File: config.mk
export PLATFORM = sky130hd
export DESIGN_NAME = bp_fe_ras_ctrl
export DESIGN_NICKNAME = d
export VERILOG_FILES = /design/src/rtl/bp_fe_ras_pkg.sv /design/src/rtl/bp_fe_ras_ckpt_fifo.sv /design/src/rtl/bp_fe_ras_ctrl.sv
export SDC_FILE = /design/constraint.sdc
export NUM_CORES = 1
export LEC_CHECK = 0
export CORE_MARGIN = 3
export CORE_UTILIZATION = 37
export CTS_BUF_LIST = sky130_fd_sc_hd__clkbuf_8 sky130_fd_sc_hd__clkbuf_16
export CTS_CLUSTER_DIAMETER = 150
export DETAILED_ROUTE_END_ITERATION = 7
export GPL_TIMING_DRIVEN = 0
export PLACE_DENSITY_LB_ADDON = 0.05
export SLEW_MARGIN = 25
export SYNTH_ARGS = -nofsm -noshare
export SYNTH_HDL_FRONTEND = slang
export SYNTH_HIERARCHICAL = 1
export SYNTH_SLANG_ARGS = --single-unit
File: constraint.sdc
create_clock -name clk_i -period 3 [get_ports clk_i]
set_input_delay 0.3 -clock clk_i [delete_from_list [all_inputs] [get_ports clk_i]]
set_output_delay 0.3 -clock clk_i [all_outputs]
set_load 0.05 [all_outputs]
File: src/rtl/bp_fe_ras_pkg.sv
// Shared types for the front-end return address stack controller:
// checkpoint record, controller state encoding and derived widths.
package bp_fe_ras_pkg;

  localparam int bp_fe_ras_els_gp   = 8;
  localparam int bp_fe_ras_idx_w_gp = $clog2(bp_fe_ras_els_gp);
  localparam int bp_fe_ras_cnt_w_gp = $clog2(bp_fe_ras_els_gp + 1);

  typedef struct packed {
    logic [bp_fe_ras_idx_w_gp-1:0] tos;
    logic [bp_fe_ras_cnt_w_gp-1:0] count;
  } bp_fe_ras_ckpt_s;

  typedef enum logic [1:0] {
    e_ready   = 2'd0,
    e_full    = 2'd1,
    e_recover = 2'd2
  } e_ras_ctrl_state;

endpackage

File: src/rtl/bp_fe_ras_ckpt_fifo.sv
// Checkpoint FIFO for speculative RAS pointer state; clear drops everything,
// peek exposes the oldest entry without dequeuing it.
module bp_fe_ras_ckpt_fifo #(
  parameter int width_p = 7,
  parameter int els_p   = 4
) (
  input  logic                       clk_i,
  input  logic                       reset_n_i,
  input  logic                       enq_i,
  input  logic                       deq_i,
  input  logic                       clear_i,
  input  logic [width_p-1:0]         data_i,
  output logic [width_p-1:0]         peek_o,
  output logic                       full_o,
  output logic                       empty_o,
  output logic [$clog2(els_p+1)-1:0] count_o
);

  localparam int ptr_w_lp = $clog2(els_p);
  localparam int cnt_w_lp = $clog2(els_p + 1);

  logic [width_p-1:0]  r_mem [els_p];
  logic [ptr_w_lp-1:0] r_wptr;
  logic [ptr_w_lp-1:0] r_rptr;
  logic [cnt_w_lp-1:0] r_cnt;

  always_ff @(posedge clk_i or negedge reset_n_i) begin
    if (!reset_n_i) begin
      r_wptr <= '0;
      r_rptr <= '0;
      r_cnt  <= '0;
    end else if (clear_i) begin
      r_wptr <= '0;
      r_rptr <= '0;
      r_cnt  <= '0;
    end else begin
      if (enq_i) r_wptr <= r_wptr + ptr_w_lp'(1);
      if (deq_i) r_rptr <= r_rptr + ptr_w_lp'(1);
      case ({enq_i, deq_i})
        2'b10:   r_cnt <= r_cnt + cnt_w_lp'(1);
        2'b01:   r_cnt <= r_cnt - cnt_w_lp'(1);
        default: r_cnt <= r_cnt;
      endcase
    end
  end

  // Storage is not reset; validity is tracked by r_cnt alone.
  always_ff @(posedge clk_i) begin
    if (enq_i && !clear_i) r_mem[r_wptr] <= data_i;
  end

  assign peek_o  = r_mem[r_rptr];
  assign full_o  = (r_cnt == cnt_w_lp'(els_p));
  assign empty_o = (r_cnt == '0);
  assign count_o = r_cnt;

endmodule

File: src/rtl/bp_fe_ras_ctrl.sv
// Return address stack controller: owns TOS/occupancy, turns predicted
// call/return into array indices, checkpoints and restores on redirect.
module bp_fe_ras_ctrl
  import bp_fe_ras_pkg::*;
#(
  parameter int vaddr_width_p = 39,
  parameter int ras_els_p     = bp_fe_ras_els_gp,
  parameter int ckpt_els_p    = 4
) (
  input  logic                         clk_i,
  input  logic                         reset_n_i,
  input  logic                         call_v_i,
  input  logic                         ret_v_i,
  input  logic [vaddr_width_p-1:0]     call_addr_i,
  output logic                         op_ready_o,
  output logic [vaddr_width_p-1:0]     ret_addr_o,
  output logic                         ret_addr_v_o,
  input  logic                         commit_i,
  input  logic                         flush_i,
  output logic                         ras_w_v_o,
  output logic [$clog2(ras_els_p)-1:0] ras_w_idx_o,
  output logic [vaddr_width_p-1:0]     ras_w_data_o,
  output logic [$clog2(ras_els_p)-1:0] ras_r_idx_o,
  input  logic [vaddr_width_p-1:0]     ras_r_data_i
);

  localparam int idx_w_lp  = $clog2(ras_els_p);
  localparam int cnt_w_lp  = $clog2(ras_els_p + 1);
  localparam int ccnt_w_lp = $clog2(ckpt_els_p + 1);
  localparam logic [cnt_w_lp-1:0]  cnt_max_lp   = cnt_w_lp'(ras_els_p);
  localparam logic [ccnt_w_lp-1:0] ckpt_last_lp = ccnt_w_lp'(ckpt_els_p - 1);

  e_ras_ctrl_state       r_state;
  logic [idx_w_lp-1:0]   r_tos;
  logic [cnt_w_lp-1:0]   r_count;

  bp_fe_ras_ckpt_s       w_ckpt_in;
  bp_fe_ras_ckpt_s       w_ckpt_peek;
  logic                  w_call_acc;
  logic                  w_ret_acc;
  logic                  w_enq;
  logic                  w_deq;
  logic                  w_fifo_full;
  logic                  w_fifo_empty;
  logic [ccnt_w_lp-1:0]  w_fifo_cnt;

  assign op_ready_o   = (r_state == e_ready);
  assign w_call_acc   = call_v_i & op_ready_o & ~flush_i;
  assign w_ret_acc    = ret_v_i & ~call_v_i & op_ready_o & ~flush_i;
  assign w_enq        = (w_call_acc | w_ret_acc) & ~w_fifo_full;
  assign w_deq        = commit_i & ~flush_i & ~w_fifo_empty;
  assign w_ckpt_in    = '{tos: r_tos, count: r_count};

  assign ras_w_v_o    = w_call_acc;
  assign ras_w_idx_o  = r_tos + idx_w_lp'(1);
  assign ras_w_data_o = call_addr_i;
  assign ras_r_idx_o  = r_tos;
  assign ret_addr_o   = ras_r_data_i;
  assign ret_addr_v_o = (r_count != '0);

  bp_fe_ras_ckpt_fifo #(
    .width_p ($bits(bp_fe_ras_ckpt_s)),
    .els_p   (ckpt_els_p)
  ) u_ckpt_fifo (
    .clk_i     (clk_i),
    .reset_n_i (reset_n_i),
    .enq_i     (w_enq),
    .deq_i     (w_deq),
    .clear_i   (flush_i),
    .data_i    (w_ckpt_in),
    .peek_o    (w_ckpt_peek),
    .full_o    (w_fifo_full),
    .empty_o   (w_fifo_empty),
    .count_o   (w_fifo_cnt)
  );

  always_ff @(posedge clk_i or negedge reset_n_i) begin
    if (!reset_n_i) begin
      r_state <= e_ready;
      r_tos   <= idx_w_lp'(ras_els_p - 1);
      r_count <= '0;
    end else if (flush_i) begin
      // Oldest checkpoint is the state before the first squashed op.
      if (!w_fifo_empty) begin
        r_tos   <= w_ckpt_peek.tos;
        r_count <= w_ckpt_peek.count;
      end
      r_state <= e_recover;
    end else begin
      case (r_state)
        e_ready:   if (w_enq && !w_deq && (w_fifo_cnt == ckpt_last_lp)) r_state <= e_full;
        e_full:    if (w_deq) r_state <= e_ready;
        e_recover: r_state <= e_ready;
        default:   r_state <= e_ready;
      endcase
      if (w_call_acc) begin
        r_tos <= r_tos + idx_w_lp'(1);
        if (r_count != cnt_max_lp) r_count <= r_count + cnt_w_lp'(1);
      end else if (w_ret_acc && (r_count != '0)) begin
        r_tos   <= r_tos - idx_w_lp'(1);
        r_count <= r_count - cnt_w_lp'(1);
      end
    end
  end

endmodule

==> results of run 1 <==
## layer usage
| metal | global-route usage (%) | routed length, um | up-vias |
|---|---|---|---|
| met1 | 17.9 | 2440 | 868 |
| li1 | - | - | 892 |
| met5 | 0 | 0 | - |
| met2 | 25.9 | 3320 | 98 |
| met4 | 2.97 | 50 | 0 |
| met3 | 5.33 | 522 | 6 |
## flip-flops by register name, summed over array words and instances (netlist names)
register and count:
u_ckpt_fifo/count_o 3, u_ckpt_fifo/r_rptr 2, r_state 2, r_count 4, ras_r_idx_o 3, u_ckpt_fifo/r_wptr 2, u_ckpt_fifo/r_mem 28
## power by group through the flow
stage | logic [mW] | registers [mW] | clock network (mW)
floorplan | 0.721 | 0.945 | 0
global placement | 1.06 | 0.912 | 0
detailed placement | 1.06 | 0.914 | 0
CTS | 1.07 | 0.902 | 0.538
global route | 1.13 | 0.920 | 0.570
finish | 1.06 | 0.898 | 0.527
## synth_stat cells, drive strengths merged
| library cell | number |
|---|---|
| inv | 6 |
| and2 | 4 |
| edfxtp | 28 |
| nor2b | 2 |
| xor2 | 5 |
| or4 | 1 |
| mux2 | 4 |
| and4b | 1 |
| ha | 8 |
| a211oi | 1 |
| o21ai | 6 |
| and3b | 1 |
| nor3b | 5 |
| nor2 | 10 |
| dfstp | 3 |
| o221a | 1 |
| xnor2 | 5 |
| o22a | 1 |
| fa | 2 |
| mux2i | 5 |
| nor3 | 5 |
| mux4 | 7 |
| clkbuf | 3 |
| a21oi | 6 |
| nand2 | 9 |
| a21o | 1 |
| a2111oi | 1 |
| dfrtp | 13 |
| a311oi | 1 |
| buf | 82 |
## layout make-up
cell class	count	area, um^2
sequential	44	1240
timing repair buffer	92	921
fill	636	3070
clock buffer	5	68.8
clock inverter	3	63.8
multi-input combinational	92	848
buffer	85	619
tap	96	120
inverter	6	22.5
## through the flow
stage | TNS, ns | setup slack [ns] | hold WS [ns] | total power, mW
2_1_floorplan | 0 | 0.795 | 0.00441 | 1.67
3_3_place_gp | -0.204 | -0.106 | 0.539 | 1.97
3_5_place_dp | -0.185 | -0.101 | 0.545 | 1.98
4_1_cts | 0 | 0.217 | 0.470 | 2.51
5_1_grt | 0 | 0.0477 | 0.493 | 2.62
6_report | 0 | 0.239 | 0.447 | 2.48
## final timing paths
check | startpoint | end | slack [ns] | cells after the start
worst max-delay path | flush_i | u_ckpt_fifo/count_o[1]$_DFFE_PN0P_ | 0.24 | 8
worst min-delay path | reset_n_i | r_count[1]$_DFFE_PN0P_ | 0.45 | 1
worst max register to register | u_ckpt_fifo/count_o[0]$_DFFE_PN0P_ | u_ckpt_fifo/count_o[2]$_DFFE_PN0P_ | 0.58 | 7
worst min register to register | ras_r_idx_o[1]$_DFFE_PN1P_ | ras_r_idx_o[1]$_DFFE_PN1P_ | 0.55 | 2
max in group asynchronous | reset_n_i | r_count[2]$_DFFE_PN0P_ | 2.07 | 1
min in group clk_i | ras_r_idx_o[1]$_DFFE_PN1P_ | ras_r_idx_o[1]$_DFFE_PN1P_ | 0.55 | 2
## kinds of logic (layout without fill, tap and decap cells)
family / after synthesis / after routing / share of synthesized area (%)
buffers and inverters: 91 / 191 / 23.5
DFF: 44 / 44 / 45.5
and+or+nand+nor: 38 / 38 / 8.65
AOI/OAI and AO/OA: 18 / 18 / 4.53
muxes: 16 / 16 / 9.24
adders and majority gates: 10 / 10 / 5.12
xor gates and xnor gates: 10 / 10 / 3.48
## critical path: cells and delay by family
kind / cells / cell delay (ns)
and+or+nand+nor: 3 / 1.07
muxes: 1 / 0.15
buffers and inverters: 3 / 0.98
adders and majority gates: 1 / 0.43
## layout by cell type, fill, tap and decap left out, types with 7 or more instances in the layout
master,Yosys,final
buf_4,79,79
clkdlybuf4s50_1,0,92
dfrtp_1,13,13
edfxtp_1,28,28
ha_1,8,8
inv_1,6,7
mux4_2,7,7
nand2_1,9,9
nor2_1,10,10
==> reports/metrics.yaml, run 1 <==
grt.total_usage_pct: 14.9
slew_violations: 0
start_util_pct: 39.2
firstDrtPassIters: 4
io_buffers: 92
root_buffer: "clkbuf_8"
path_max_fanout: 10
globalRouteOverflowTotal: 0
cts_hold_buf: 0
clk_path_buf_depth: 2
via_count: 1864
avgSynthCellArea_um2: 12.0
pwr_density_cell_nw_per_um2: 636
ir_drop_uv: 215
finalHoldViolations: 0
syn_nets: 321
synth_top_area_share_pct: 30.7
cp.required_ns: 3.18
die_area_um2: 8460
min_path_type: "in2async"
ys_types: 37
pwr-share-clk_pct: 21.2
finalNetCount: 420
place_area_um2: 3780
synthToLayoutAreaGrowth_pct: 42.9
stdcell_count: 423
dp_hpwl_um: 5050
seq_area_frac_synth_pct: 45.5
grt_pass1_wl_um: 9940
max_slew_margin_pct: 43.0
pin_count: 171
wl_um: 6330
route.detailed.drc: 0
viasPerCell: 4.41
rsz0062_at_grt: "no"
wire_per_inst_um: 15.0
syn_inst: 227
clkSinkCount: 44
setup_viol: 0
cts_buffers: 5
cts_setup_buffers: 0
p_leak_nw: 1.62
critPathKind: "in2reg"
die_x_um: 92.0
synth.cell_area_um2: 2740
h-tree-depth: 2
ctsResizeCount: 0
cp-end-kind: "flip-flop"
die_height_um: 92.0
postLayoutCoreUtil_pct: 56.0
seqPwrFrac_pct: 36.2
cts_tree: "built"
crit_slowest_cell: "nor3b_1"
fin_crit_ns: 2.76
worstPathCellList: "clkdlybuf4s50_1, buf_2, clkbuf_1, nor3b_1, nor2b_1, fa_1, mux2i_1, nor2_1"
insertion_delay_ns: 0.30
skew_ns: 0.00824
core_area_um2: 6980
drive_gt1_share_pct: 34.9
synth_warnings: 6
dp.cells: 415
n_antenna_cell: 0
status: "finished, final reports clean"
start_kind: "input pin"
grt_pass1_vias: 1967
design_area_um2: 3910
synth.area.top_cells: "edfxtp_1 (31%), buf_4 (22%), dfrtp_1 (12%), mux4_2 (5.8%), ha_1 (3.7%)"
slowest_delay_ns: 0.78
p_int_mw: 1.54
clkTransAtPathRegs_ns: 0.08
antenna_found_initial: 0
yosys_register_bits: 44
tightest_slew_ns: 0.853
p_sw_uw: 946
arrival_ns: 2.94
maxCapViolCount: 0
period_share_pct: 92.0
gp_congestion: 0.702
rows: 30
grt_max_degree: 17
drtIter0Drc: 52
max_freq_mhz: 362
synth_top_area_cell: "edfxtp_1"
combPwrFrac_pct: 42.6
swShare_pct: 38.1
ant_nets: 0
Note: power is estimated with default switching activity, not from simulation.
==> run 2, diff against run 1 <==
--- a/config.mk
+++ b/config.mk
@@ -12,6 +12,7 @@
 export DETAILED_ROUTE_END_ITERATION = 7
 export GPL_TIMING_DRIVEN = 0
 export PLACE_DENSITY_LB_ADDON = 0.05
+export RECOVER_POWER = 100
 export SLEW_MARGIN = 25
 export SYNTH_ARGS = -nofsm -noshare
 export SYNTH_HDL_FRONTEND = slang
==> run 2 against run 1 <==
Compared with the run above:
- wire length shrank 0.47%
- clock-buffer cell count unchanged
- combinational power shrank 5%
- total power is 2.6% lower
- non-clock buffer count unchanged
- final cell count unchanged
- maximum frequency up 0.74%
- first-iteration DRC count down 15%
- critical path type unchanged
==> reports/metrics.yaml, run 2 (synthesized netlist as in run 1, its figures left out) <==
status: "finished, final reports clean"
viasPerCell: 4.37
min-delay-start: "r_state[1]$_DFFE_PN0P_"
period_share_pct: 91.4
pin_count: 171
finalNetCount: 420
regToRegSetupSlack_ns: 0.42
clkSinkCount: 44
clkTransAtPathRegs_ns: 0.08
ant_nets: 0
dr_wl_met2_um: 3280
wl_um: 6300
ctsResizeCount: 0
slowest_delay_ns: 0.77
maxCapViolCount: 0
rsz0062_at_grt: "no"
finalHoldViolations: 0
io_buffers: 92
globalRouteOverflowTotal: 0
wire_per_inst_um: 14.9
via_count: 1849
max_freq_mhz: 365
drive_gt1_share_pct: 32.4
n_antenna_cell: 0
die_height_um: 92.0
insertion_delay_ns: 0.30
max_slew_margin_pct: 43.0
start_util_pct: 39.2
rows: 30
route.detailed.drc: 0
cts_hold_buf: 0
wl_met1_um: 2450
final_common_cell: "dlygate4sd3_1"
cp.required_ns: 3.17
fin_crit_ns: 2.74
path_max_fanout: 10
grt_max_degree: 17
cts_buffers: 5
p_leak_nw: 1.63
dp_hpwl_um: 5050
start_kind: "input pin"
largest_register_ffs: 28
drtIter0Drc: 44
slew_violations: 0
critPathLaunch: "flush_i"
finalSetupTns_ns: 0
core_area_um2: 6980
postLayoutCoreUtil_pct: 55.6
tightest_slew_ns: 0.853
root_buffer: "clkbuf_8"
layout_common_cells: "dlygate4sd3_1 (89), buf_4 (79), edfxtp_1 (28)"
pwr_density_cell_nw_per_um2: 624
cp-end-kind: "flip-flop"
grt.total_usage_pct: 14.9
arrival_ns: 2.92
grt_pass1_vias: 1967
route.met3.wl_um: 522
worstPathCellList: "clkdlybuf4s50_1, buf_2, clkbuf_1, nor3b_1, nor2b_1, fa_1, and3b_1, o21ai_0, nor3b_2"
h-tree-depth: 2
synthToLayoutAreaGrowth_pct: 41.9
ir_drop_uv: 212
top_layer: "met4"
critPathKind: "in2reg"
min_path_type: "reg2reg"
reg_top3: "u_ckpt_fifo/r_mem (28), r_count (4)"
gp_congestion: 0.702
skew_ns: 0.00983
crit-reg2reg-launch: "r_state[1]$_DFFE_PN0P_"
grt_pass1_wl_um: 9940
top_register: "u_ckpt_fifo/r_mem"
die_area_um2: 8460
firstDrtPassIters: 4
setup_viol: 0
cts_setup_buffers: 0
die_x_um: 92.0
crit_slowest_cell: "nor3b_1"
clk_path_buf_depth: 2
cts_tree: "built"
antenna_found_initial: 0
## run 2: changes by cell type in the layout (fill, tap and decap cells not counted), moves of 2 or more
cell             before  now
and2_0                0    4
and2_1                4    0
clkdlybuf4s50_1      92    3
dfstp_1               0    3
dfstp_2               3    0
dlygate4sd3_1         0   89
nor3_1                3    5
nor3_2                2    0
## run 2: power breakdown
group | internal [mW] | switching, mW | leakage (nW)
sequential | 0.773 | 0.114 | 0.452
combinational | 0.383 | 0.624 | 1.11
clock | 0.329 | 0.196 | 0.0695
total | 1.49 | 0.934 | 1.63
## run 2: worst paths after layout
kind,end,cells after the start
min in group asynchronous,r_count[1]$_DFFE_PN0P_,1
max in group asynchronous,r_count[2]$_DFFE_PN0P_,1
max reg2reg,u_ckpt_fifo/r_mem[1][2]$_DFFE_PP_,6
max,u_ckpt_fifo/count_o[2]$_DFFE_PN0P_,9
min,r_state[0]$_DFFE_PN0P_,1
min reg2reg,r_state[0]$_DFFE_PN0P_,1
## run 2: layout make-up
type | instances | area (um^2)
tap | 96 | 120
multi-input combinational | 92 | 820
buffer | 85 | 619
fill | 640 | 3100
timing repair buffer | 92 | 921
sequential | 44 | 1240
clock buffer | 5 | 68.8
inverter | 6 | 22.5
clock inverter | 3 | 63.8
## run 2: metrics by stage
| step | std cells | hold slack, ns | setup WS, ns | power [mW] | area (um^2) |
|---|---|---|---|---|---|
| after floorplan | 227 | 0.00441 | 0.795 | 1.67 | 2740 |
| after global placement | 415 | 0.539 | -0.106 | 1.97 | 3780 |
| after detailed placement | 415 | 0.545 | -0.101 | 1.98 | 3780 |
| after CTS | 423 | 0.470 | 0.217 | 2.51 | 3910 |
| after global routing | 423 | 0.546 | 0.0572 | 2.56 | 3880 |
| final | 423 | 0.507 | 0.259 | 2.42 | 3880 |
## run 2: critical path, delay by kind of cell
family / cells / cell delay, ns
buf+inv: 3 / 0.95
compound gates: 1 / 0.08
fa+ha+maj: 1 / 0.22
simple gates: 4 / 1.35
## run 2: metal layers
layer | vias up | track usage, %
li1 | 892 | -
met1 | 853 | 17.9
met2 | 98 | 25.9
met3 | 6 | 5.33
met4 | 0 | 2.97
met5 | - | 0
